<file path="src/rtl/seg7_digit_monitor_pkg.sv">
// seg7_digit_monitor_pkg: segment code table and monitor FSM state shared by the seg7 display path.
package seg7_digit_monitor_pkg;
  localparam logic [6:0] SEG_0 = 7'h3F;
  localparam logic [6:0] SEG_1 = 7'h06;
  localparam logic [6:0] SEG_2 = 7'h5B;
  localparam logic [6:0] SEG_3 = 7'h4F;
  localparam logic [6:0] SEG_4 = 7'h66;
  localparam logic [6:0] SEG_5 = 7'h6D;
  localparam logic [6:0] SEG_6 = 7'h7C;
  localparam logic [6:0] SEG_7 = 7'h07;
  localparam logic [6:0] SEG_8 = 7'h7F;
  localparam logic [6:0] SEG_9 = 7'h67;
  localparam logic [6:0] SEG_TABLE [10] = '{SEG_0, SEG_1, SEG_2, SEG_3, SEG_4, SEG_5, SEG_6, SEG_7, SEG_8, SEG_9};
  typedef enum logic [1:0] {IDLE, FIRST, TRACK} state_t;
endpackage

</file>
<file path="src/rtl/seg7_digit_monitor_if.sv">
// seg7_digit_monitor_if: segment input and decoded digit/checker outputs of the monitor.
interface seg7_digit_monitor_if #(parameter int CNT_WIDTH = 24);
  logic [6:0] seg_in;
  logic clear_errors;
  logic [3:0] digit;
  logic digit_valid;
  logic digit_strobe;
  logic pattern_error;
  logic seq_error;
  logic rate_error;
  logic [CNT_WIDTH-1:0] interval;
  logic interval_valid;
  modport master (
    output seg_in, clear_errors,
    input digit, digit_valid, digit_strobe, pattern_error, seq_error, rate_error, interval, interval_valid
  );
  modport slave (
    input seg_in, clear_errors,
    output digit, digit_valid, digit_strobe, pattern_error, seq_error, rate_error, interval, interval_valid
  );
endinterface

</file>
<file path="src/rtl/seg7_digit_monitor_decode.sv">
// seg7_decode: combinational inverse of the seg7 encoder; anything outside the table is invalid.
module seg7_decode
  import seg7_digit_monitor_pkg::*;
(
  input  logic [6:0] pattern,
  output logic [3:0] digit,
  output logic       valid
);
  always_comb begin
    digit = '0;
    valid = 1'b0;
    for (int i = 0; i < 10; i++)
      if (pattern == SEG_TABLE[i]) begin
        digit = 4'(i);
        valid = 1'b1;
      end
  end
endmodule

</file>
<file path="src/rtl/seg7_digit_monitor.sv">
// seg7_digit_monitor: syncs, debounces and decodes a 7-seg pattern, checking digit order and tick period.
module seg7_digit_monitor
  import seg7_digit_monitor_pkg::*;
#(
  parameter int STABLE_CYCLES = 4,
  parameter int CNT_WIDTH = 24,
  parameter logic [CNT_WIDTH-1:0] EXPECTED_TICK = CNT_WIDTH'(10_000_001),
  parameter logic [CNT_WIDTH-1:0] TOLERANCE = CNT_WIDTH'(16)
) (
  input logic clk,
  input logic reset,
  seg7_digit_monitor_if.slave bus
);
  localparam int SW = $clog2(STABLE_CYCLES + 1);
  localparam logic [SW-1:0] STAB_MAX = SW'(STABLE_CYCLES - 1);
  logic [6:0] s1, s2, cand, last;
  logic [SW-1:0] stab, stab_nxt;
  logic [CNT_WIDTH-1:0] cnt, meas;
  logic [3:0] dec_digit;
  logic dec_valid, accept, seq_bad, rate_bad;
  state_t state;
  seg7_decode u_dec (.pattern(s2), .digit(dec_digit), .valid(dec_valid));
  // Accept is judged on the filter's next state so the strobe lands STABLE_CYCLES+2 clocks after the edge.
  always_comb begin
    stab_nxt = (s2 != cand) ? '0 : (stab == STAB_MAX) ? stab : stab + 1'b1;
    accept = (stab_nxt == STAB_MAX) && (s2 != last);
    meas = &cnt ? cnt : cnt + 1'b1;
    seq_bad = dec_digit != ((bus.digit == 4'd9) ? 4'd0 : bus.digit + 4'd1);
    rate_bad = &meas || ({1'b0, meas} + {1'b0, TOLERANCE} < {1'b0, EXPECTED_TICK})
            || ({1'b0, meas} > {1'b0, EXPECTED_TICK} + {1'b0, TOLERANCE});
  end
  always_ff @(posedge clk) begin
    if (reset) begin
      {s1, s2, cand, last} <= '0;
      stab <= '0;
      cnt <= '0;
      state <= IDLE;
      bus.digit <= '0;
      bus.digit_valid <= 1'b0;
      bus.digit_strobe <= 1'b0;
      bus.pattern_error <= 1'b0;
      bus.seq_error <= 1'b0;
      bus.rate_error <= 1'b0;
      bus.interval <= '0;
      bus.interval_valid <= 1'b0;
    end else begin
      s1 <= bus.seg_in;
      s2 <= s1;
      cand <= s2;
      stab <= stab_nxt;
      cnt <= accept ? '0 : meas;
      bus.digit_strobe <= accept && dec_valid;
      bus.pattern_error <= accept && !dec_valid;
      bus.seq_error <= bus.seq_error && !bus.clear_errors;
      bus.rate_error <= bus.rate_error && !bus.clear_errors;
      if (accept) begin
        last <= s2;
        if (dec_valid) begin
          bus.digit <= dec_digit;
          bus.digit_valid <= 1'b1;
          state <= (state == IDLE) ? FIRST : TRACK;
          if (state != IDLE) begin
            bus.interval <= meas;
            bus.interval_valid <= 1'b1;
            if (seq_bad) bus.seq_error <= 1'b1;
          end
          if (state == TRACK && rate_bad) bus.rate_error <= 1'b1;
        end else begin
          bus.digit_valid <= 1'b0;
          bus.interval_valid <= 1'b0;
          state <= IDLE;
        end
      end
    end
  end
endmodule

</file>
<file path="src/flat_wrapper.sv">
// flat-port wrapper written by rule: the top's interface ports become plain ports
module seg7_digit_monitor_flat import seg7_digit_monitor_pkg::*;
#(
  parameter int STABLE_CYCLES = 4,
  parameter int CNT_WIDTH = 24,
  parameter logic [CNT_WIDTH-1:0] EXPECTED_TICK = CNT_WIDTH'(10_000_001),
  parameter logic [CNT_WIDTH-1:0] TOLERANCE = CNT_WIDTH'(16)
)
  (clk, reset, bus_seg_in, bus_clear_errors, bus_digit, bus_digit_valid, bus_digit_strobe, bus_pattern_error, bus_seq_error, bus_rate_error, bus_interval, bus_interval_valid);
  seg7_digit_monitor_if #(.CNT_WIDTH(CNT_WIDTH)) bus_i ();
  input logic clk;
  input logic reset;
  input wire logic [$bits(bus_i.seg_in)-1:0] bus_seg_in;
  input wire logic [$bits(bus_i.clear_errors)-1:0] bus_clear_errors;
  output wire logic [$bits(bus_i.digit)-1:0] bus_digit;
  output wire logic [$bits(bus_i.digit_valid)-1:0] bus_digit_valid;
  output wire logic [$bits(bus_i.digit_strobe)-1:0] bus_digit_strobe;
  output wire logic [$bits(bus_i.pattern_error)-1:0] bus_pattern_error;
  output wire logic [$bits(bus_i.seq_error)-1:0] bus_seq_error;
  output wire logic [$bits(bus_i.rate_error)-1:0] bus_rate_error;
  output wire logic [$bits(bus_i.interval)-1:0] bus_interval;
  output wire logic [$bits(bus_i.interval_valid)-1:0] bus_interval_valid;
  assign bus_i.seg_in = bus_seg_in;
  assign bus_i.clear_errors = bus_clear_errors;
  assign bus_digit = bus_i.digit;
  assign bus_digit_valid = bus_i.digit_valid;
  assign bus_digit_strobe = bus_i.digit_strobe;
  assign bus_pattern_error = bus_i.pattern_error;
  assign bus_seq_error = bus_i.seq_error;
  assign bus_rate_error = bus_i.rate_error;
  assign bus_interval = bus_i.interval;
  assign bus_interval_valid = bus_i.interval_valid;
  seg7_digit_monitor #(.STABLE_CYCLES(STABLE_CYCLES), .CNT_WIDTH(CNT_WIDTH), .EXPECTED_TICK(EXPECTED_TICK), .TOLERANCE(TOLERANCE)) u_core (.clk(clk), .reset(reset), .bus(bus_i));
endmodule
</file>
<file path="config.mk">
export PLATFORM = sky130hd
export DESIGN_NAME = seg7_digit_monitor_flat
export DESIGN_NICKNAME = d
export VERILOG_FILES = /design/src/rtl/seg7_digit_monitor_pkg.sv /design/src/rtl/seg7_digit_monitor_if.sv /design/src/rtl/seg7_digit_monitor_decode.sv /design/src/rtl/seg7_digit_monitor.sv /design/src/flat_wrapper.sv
export SDC_FILE = /design/constraint.sdc
export NUM_CORES = 1
export LEC_CHECK = 0
export CORE_ASPECT_RATIO = 0.6
export CORE_UTILIZATION = 52
export DETAILED_ROUTE_END_ITERATION = 16
export PLACE_DENSITY = 0.76
export SLEW_MARGIN = 40
export SYNTH_ARGS = -nofsm -noshare
export SYNTH_HDL_FRONTEND = slang
export SYNTH_SLANG_ARGS = --single-unit
</file>
<file path="constraint.sdc">
create_clock -name clk -period 3.5 [get_ports clk]
set_input_delay 0.7 -clock clk [delete_from_list [all_inputs] [get_ports clk]]
set_output_delay 0.7 -clock clk [all_outputs]
set_load 0.02 [all_outputs]
</file>
# Word level (Yosys, flattened, before mapping)
# Index checks and enable logic that the tools add are counted.
# totals
reg_bits	91
inputBits	10
output_inout_bits	34
wordCells	92
# classes
muxes	35
order_cmp	2
n_eq_ne	18
reduce_logical	18
n_addsub	4
# ops
cell	n
$eq A7 B7 Y1 const B	7
$reduce_and A24 Y1	2
$mux W4	9
$add A24 B5 Y25 const B	1
$lt A25 B24 Y1 const B	1
$add A24 B1 Y24 const B	1
$gt A24 B24 Y1 const B	1
$mux W24	1
$mux W1	21
$eq A7 B3 Y1 const B	2
$ne A7 B7 Y1	2
$eq A7 B6 Y1 const B	1
$eq A3 B2 Y1 const B	2
$logic_and A1 B1 Y1	6
$mux W3	2
$add A4 B1 Y4 const B	1
$eq A4 B4 Y1 const B	1
$mux W2	2
$ne A4 B4 Y1	1
$reduce_and A2 Y1	2
$add A3 B1 Y3 const B	1
$reduce_and A3 Y1	1
$eq A2 B2 Y1 const B	1
$logic_not A1 Y1	2
other kinds (5)	6

# Longest topological paths before layout
# depth
depth_word	15
depth_mapped	17
ltp_nobuf	16

# By module
# Synthesis repeated with hierarchy kept, for this count alone.
# hier_totals
cells_unflattened	588
area_unflattened_um2	4971.0
# modules_own_cells
mod	cells_per_inst	area_each_um2	n_inst
seg7_digit_monitor	550	4712.0	1
seg7_decode	38	259.0	1

# Least setup slack after synthesis
# No wires, ideal clock.
# synth_path
path_type	register -> register
startpoint	register u_core.cnt[1]
endpoint	register u_core.bus.rate_error
required_time_ns	3.381
arrival_ns	3.595
period_less_slack_ns	3.714
path_stages_with_launch	13
path_slack_ns	-0.214
path_cell_list	dfxtp_1 > ha_1 > nand3_2 > or3_1 > clkbuf_1 > or4_1 > xnor2_1 > nand4_1 > or4_4 > a311oi_2 > mux2i_1 > a2bb2oi_1 > o21ai_1
# synth_via
elab_chain_cells	10
# synth_rtl
element	line_no	rtl
from (decl)	seg7_digit_monitor.sv:18	logic [CNT_WIDTH-1:0] cnt, meas;
from (signal assigned)	seg7_digit_monitor.sv:51	cnt <= accept ? '0 : meas;
$add A24 B1 Y24 or $reduce_and A24 Y1 (tied branches)	seg7_digit_monitor.sv:27	meas = &cnt ? cnt : cnt + 1'b1;
$mux W24 *	seg7_digit_monitor.sv:27	
$add A24 B5 Y25	seg7_digit_monitor.sv:29	rate_bad = &meas || ({1'b0, meas} + {1'b0, TOLERANCE} < {1'b0, EXPECTED_TICK})
$lt A25 B24 Y1	seg7_digit_monitor.sv:29	
$logic_or A1 B1 Y1	seg7_digit_monitor.sv:29	
$logic_or A1 B1 Y1 *	seg7_digit_monitor.sv:30	|| ({1'b0, meas} > {1'b0, EXPECTED_TICK} + {1'b0, TOLERANCE});
$logic_and A1 B1 Y1 *	seg7_digit_monitor.sv:67	if (state == TRACK && rate_bad) bus.rate_error <= 1'b1;
$mux W1 *	seg7_digit_monitor.sv:67	
$mux W1 *	seg7_digit_monitor.sv:58	if (dec_valid) begin
$mux W1 *	seg7_digit_monitor.sv:56	if (accept) begin
to (signal assigned)	seg7_digit_monitor.sv:55	bus.rate_error <= bus.rate_error && !bus.clear_errors;
to (decl)	seg7_digit_monitor_if.sv:19	output digit, digit_valid, digit_strobe, pattern_error, seq_error, rate_error, interval, interval_valid
# Every way passes the cells marked *; elsewhere a longest branch is shown, timed or not.
# A chain may end at the register's enable or synchronous reset.

# Worst setup path after layout
# Same ends and word-level chain as after synthesis.

==> impl_metrics.csv <==
group,metric,value,unit
status,status,"completed",
timing,hold_viol,0,
synth,async_flop_share,0,%
timing,tightestPinTransition,0.783,ns
die,dieArea,9610,um^2
die,std_cell_rows,26,
cts,cts_max_level,3,
worst_setup_path,crit_slowest_cell,"or4_4",
timing,clock.fmax,291,MHz
pwr,p_per_area,356,nW/um^2
cts,cts_buffer_depth,2,
routing,drt_iter0_markers,481,
worst_setup_path,worstPathArrival,3.68,ns
timing,setup_slack,0.0645,ns
die,fp.dieH,76.3,um
worst_setup_path,crit_fanout,9,
synth,syn_nets,583,
worst_setup_path,crit_path_start,"u_core.cnt[1]",
die,die_x,126,um
routing,dr_total_vias,4720,
synth,yosysSeqAreaShare,38.0,%
routing,drc_errors,0,
grt,gr-total-overflow,0,
synth,syn_inst,569,
worst_setup_path,cp_common_cell,"buf_4",
timing,min_period_over_period,98.2,%
worst_setup_path,cp_data_required_time,3.75,ns
synth,ys_warn_count,0,
placed_design,hpwl,9940,um
timing,maxSlewHeadroom,47.6,%
grt,grt_pass1_vias,4354,
cells_and_area,diodes,0,
synth,synth_area_leaders,"dfxtp_1 38%, nor2_1 5.7%, xnor2_1 4.9%",
worst_setup_path,cp_cell_sequence,"ha_4, nand3_2, buf_6, nor3_4, buf_4, a2111o_1, or3_4, a21bo_1, or4_4, buf_4, nor4_1, o211ai_1, a31oi_1, o21ai_1",
die,start_util,54.9,%
worst_setup_path,path_class,"reg2reg",
hold_path,hp-class,"reg2reg",
cts,clkLatencyLatePin,0.35,ns
timing,period_minus_slack,3.44,ns
synth,synth_edf_count,0,
placed_design,io_buffers,43,
die,coreArea,8720,um^2
timing,finalSetupViolCount,0,
synth,synth_cell_type_count,72,
routing,finalWirelength,13800,um
synth,ys_ff_latch,91,
die,io_pins,44,
synth,avgSynthCellArea,8.42,um^2
worst_setup_path,worstSetupEndpointType,"flip-flop",
routing,ant_nets,0,
timing,setup_tns,0,ns
routing,wl_per_cell,17.8,um
cts,clkSlewWorstSetupHoldPaths,0.07,ns
worst_setup_path,r2r-start,"u_core.cnt[1]",
cts,cts_sinks,91,
cts,cts-root-buf,"clkbuf_16",
grt,grt_max_degree,43,
hold_path,hold_start,"u_core.s1[3]",
routing,via_per_inst,6.09,
routing,firstDrtPassIters,5,
synth,synth_area,4790,um^2
synth,synth_top_area_share,38.0,%
timing,skew,0.00672,ns
cells_and_area,fin_nets,672,
pwr,peakVddDrop,0.000214,V
cells_and_area,fin_cells,775,
pwr,p_leak,2.24,nW
worst_setup_path,worst_path_largest_cell_delay,0.55,ns
worst_setup_path,start_kind,"flip-flop",
placed_design,dp.cells,754,
cells_and_area,final_core_util,70.6,%
cells_and_area,layout-drive-gt1-share,20.2,%
cells_and_area,area_delta_synth_final,28.5,%
placed_design,place_ws,-0.0360,ns
cts,cts_hold_buffers,0,
cts,cts_tree,"done",
cts,cts_buffers,9,
grt,grt_pass1_wl,22400,um
grt,antenna_found_initial,0,
timing,maxSlewViolCount,0,
synth,synth_top_cell_by_area,"dfxtp_1",
run,drv_cap,0,
grt,gr-usage-all-layers,29.8,%
placed_design,gp_congestion,0.983,
synth,ys.flop_type,"dfxtp_1",
==> synth_stat cells, drive strengths merged (2+ instances only) <==
cell	instances
or4	9
or3	8
nand4b	2
nand2	37
o22a	7
dfxtp	91
and3	4
nor3	11
a21bo	2
a22oi	2
nand4	12
a21oi	22
ha	4
nor4	10
o211ai	5
buf	8
nand3	16
and2	10
nor4b	5
nand3b	5
xnor2	27
o21a	3
o41ai	2
o31ai	7
nand2b	5
a31o	2
and4	7
nor2	73
inv	9
a211oi	28
o21ai	23
a31oi	6
mux2i	6
a41oi	3
or2	5
o22ai	2
a311oi	3
nor2b	24
xor2	16
clkbuf	27
nor3b	4
==> path summary, 6_finish.rpt <==
| kind | to | slack [ns] | cells past startpoint |
|---|---|---|---|
| setup reg to reg | u_core.bus.rate_error | 0.06 | 14 |
| hold reg to reg | u_core.s2[3] | 0.44 | 1 |
| setup / recovery | u_core.bus.rate_error | 0.06 | 14 |
| hold / removal | u_core.s2[3] | 0.44 | 1 |
==> metal layers <==
metal | GRT usage (%) | vias up | routed length (um)
met1 | 42.4 | 2228 | 6580
met2 | 43.3 | 212 | 5700
met4 | 9.04 | 0 | 241
li1 | - | 2251 | -
met5 | 0 | - | 0
met3 | 8.43 | 29 | 1250
==> cells by family (layout without fill, tap and decap cells) <==
| logic type | after synthesis | count (layout) | share of synthesized area [%] |
|---|---|---|---|
| DFF | 91 | 91 | 38.0 |
| AOI/OAI and AO/OA | 129 | 129 | 18.7 |
| buffers and inverters | 44 | 138 | 4.10 |
| muxes | 7 | 7 | 1.49 |
| adders and majority gates | 5 | 5 | 1.25 |
| xor gates and xnor gates | 43 | 43 | 7.87 |
| and+or+nand+nor | 250 | 250 | 28.5 |
==> state kept, by name, indices dropped and copies added (netlist names) <==
register	cells
u_core.state	2
u_core.cand	7
u_core.bus.digit_valid	1
u_core.cnt	24
u_core.bus.interval_valid	1
u_core.s2	7
u_core.s1	7
u_core.bus.pattern_error	1
u_core.bus.seq_error	1
u_core.bus.rate_error	1
u_core.bus.interval	24
u_core.stab	3
u_core.bus.digit_strobe	1
u_core.bus.digit	4
u_core.last	7
==> layout by cell type (no fill, tap or decap), types with 6 or more instances in the layout <==
cell type / instances
xor2_1: 13
o31ai_1: 7
dfxtp_2: 7
and2_1: 9
nor2_1: 72
nand2_1: 36
clkdlybuf4s50_1: 42
xnor2_1: 26
nor4_1: 8
mux2i_1: 6
o22a_1: 7
nand3_1: 15
buf_4: 68
a31oi_1: 6
a211oi_1: 26
nand4_1: 11
inv_1: 9
nor2b_1: 24
dfxtp_1: 83
clkbuf_16: 9
a21oi_1: 22
o21ai_0: 21
nor3_1: 9
==> report_power, final <==
part           switching, W  leakage, nW  internal (W)
Clock              0.000464        0.147      0.000523
Sequential        0.0000226        0.741       0.00105
Combinational     0.0000666         1.35     0.0000585
Total              0.000553         2.24       0.00164
==> layout make-up <==
type | count | area (um^2)
Multi-Input combinational cell | 434 | 2870
Fill cell | 655 | 2560
Sequential cell | 91 | 1830
Timing Repair Buffer | 113 | 967
Clock buffer | 10 | 239
Tap cell | 112 | 140
Clock inverter | 6 | 66.3
Inverter | 9 | 33.8
==> timing repair <==
| action | 4_1_cts | 5_1_grt |
|---|---|---|
| pin swaps | 1 | 7 |
| resized for setup | 6 | 19 |
| setup buffers | 1 | 4 |
| endpoints found under the setup margin | 1 | 1 |
==> through the flow <==
stage	hold slack [ns]	area, um^2	power, W
2_1_floorplan	0.414	4810	0.00118
3_3_place_gp	0.419	5720	0.00122
3_5_place_dp	0.420	5720	0.00122
4_1_cts	0.437	6050	0.00220
5_1_grt	0.459	6150	0.00226
6_report	0.436	6150	0.00219
==> critical path: cells and delay by family (launching register included) <==
family          cells  cell delay (ns)
fa+ha+maj           1             0.17
simple gates        5             1.31
flops               1             0.36
compound gates      5             1.03
buf+inv             3             0.45
Note: power is estimated with default switching activity, not from simulation.
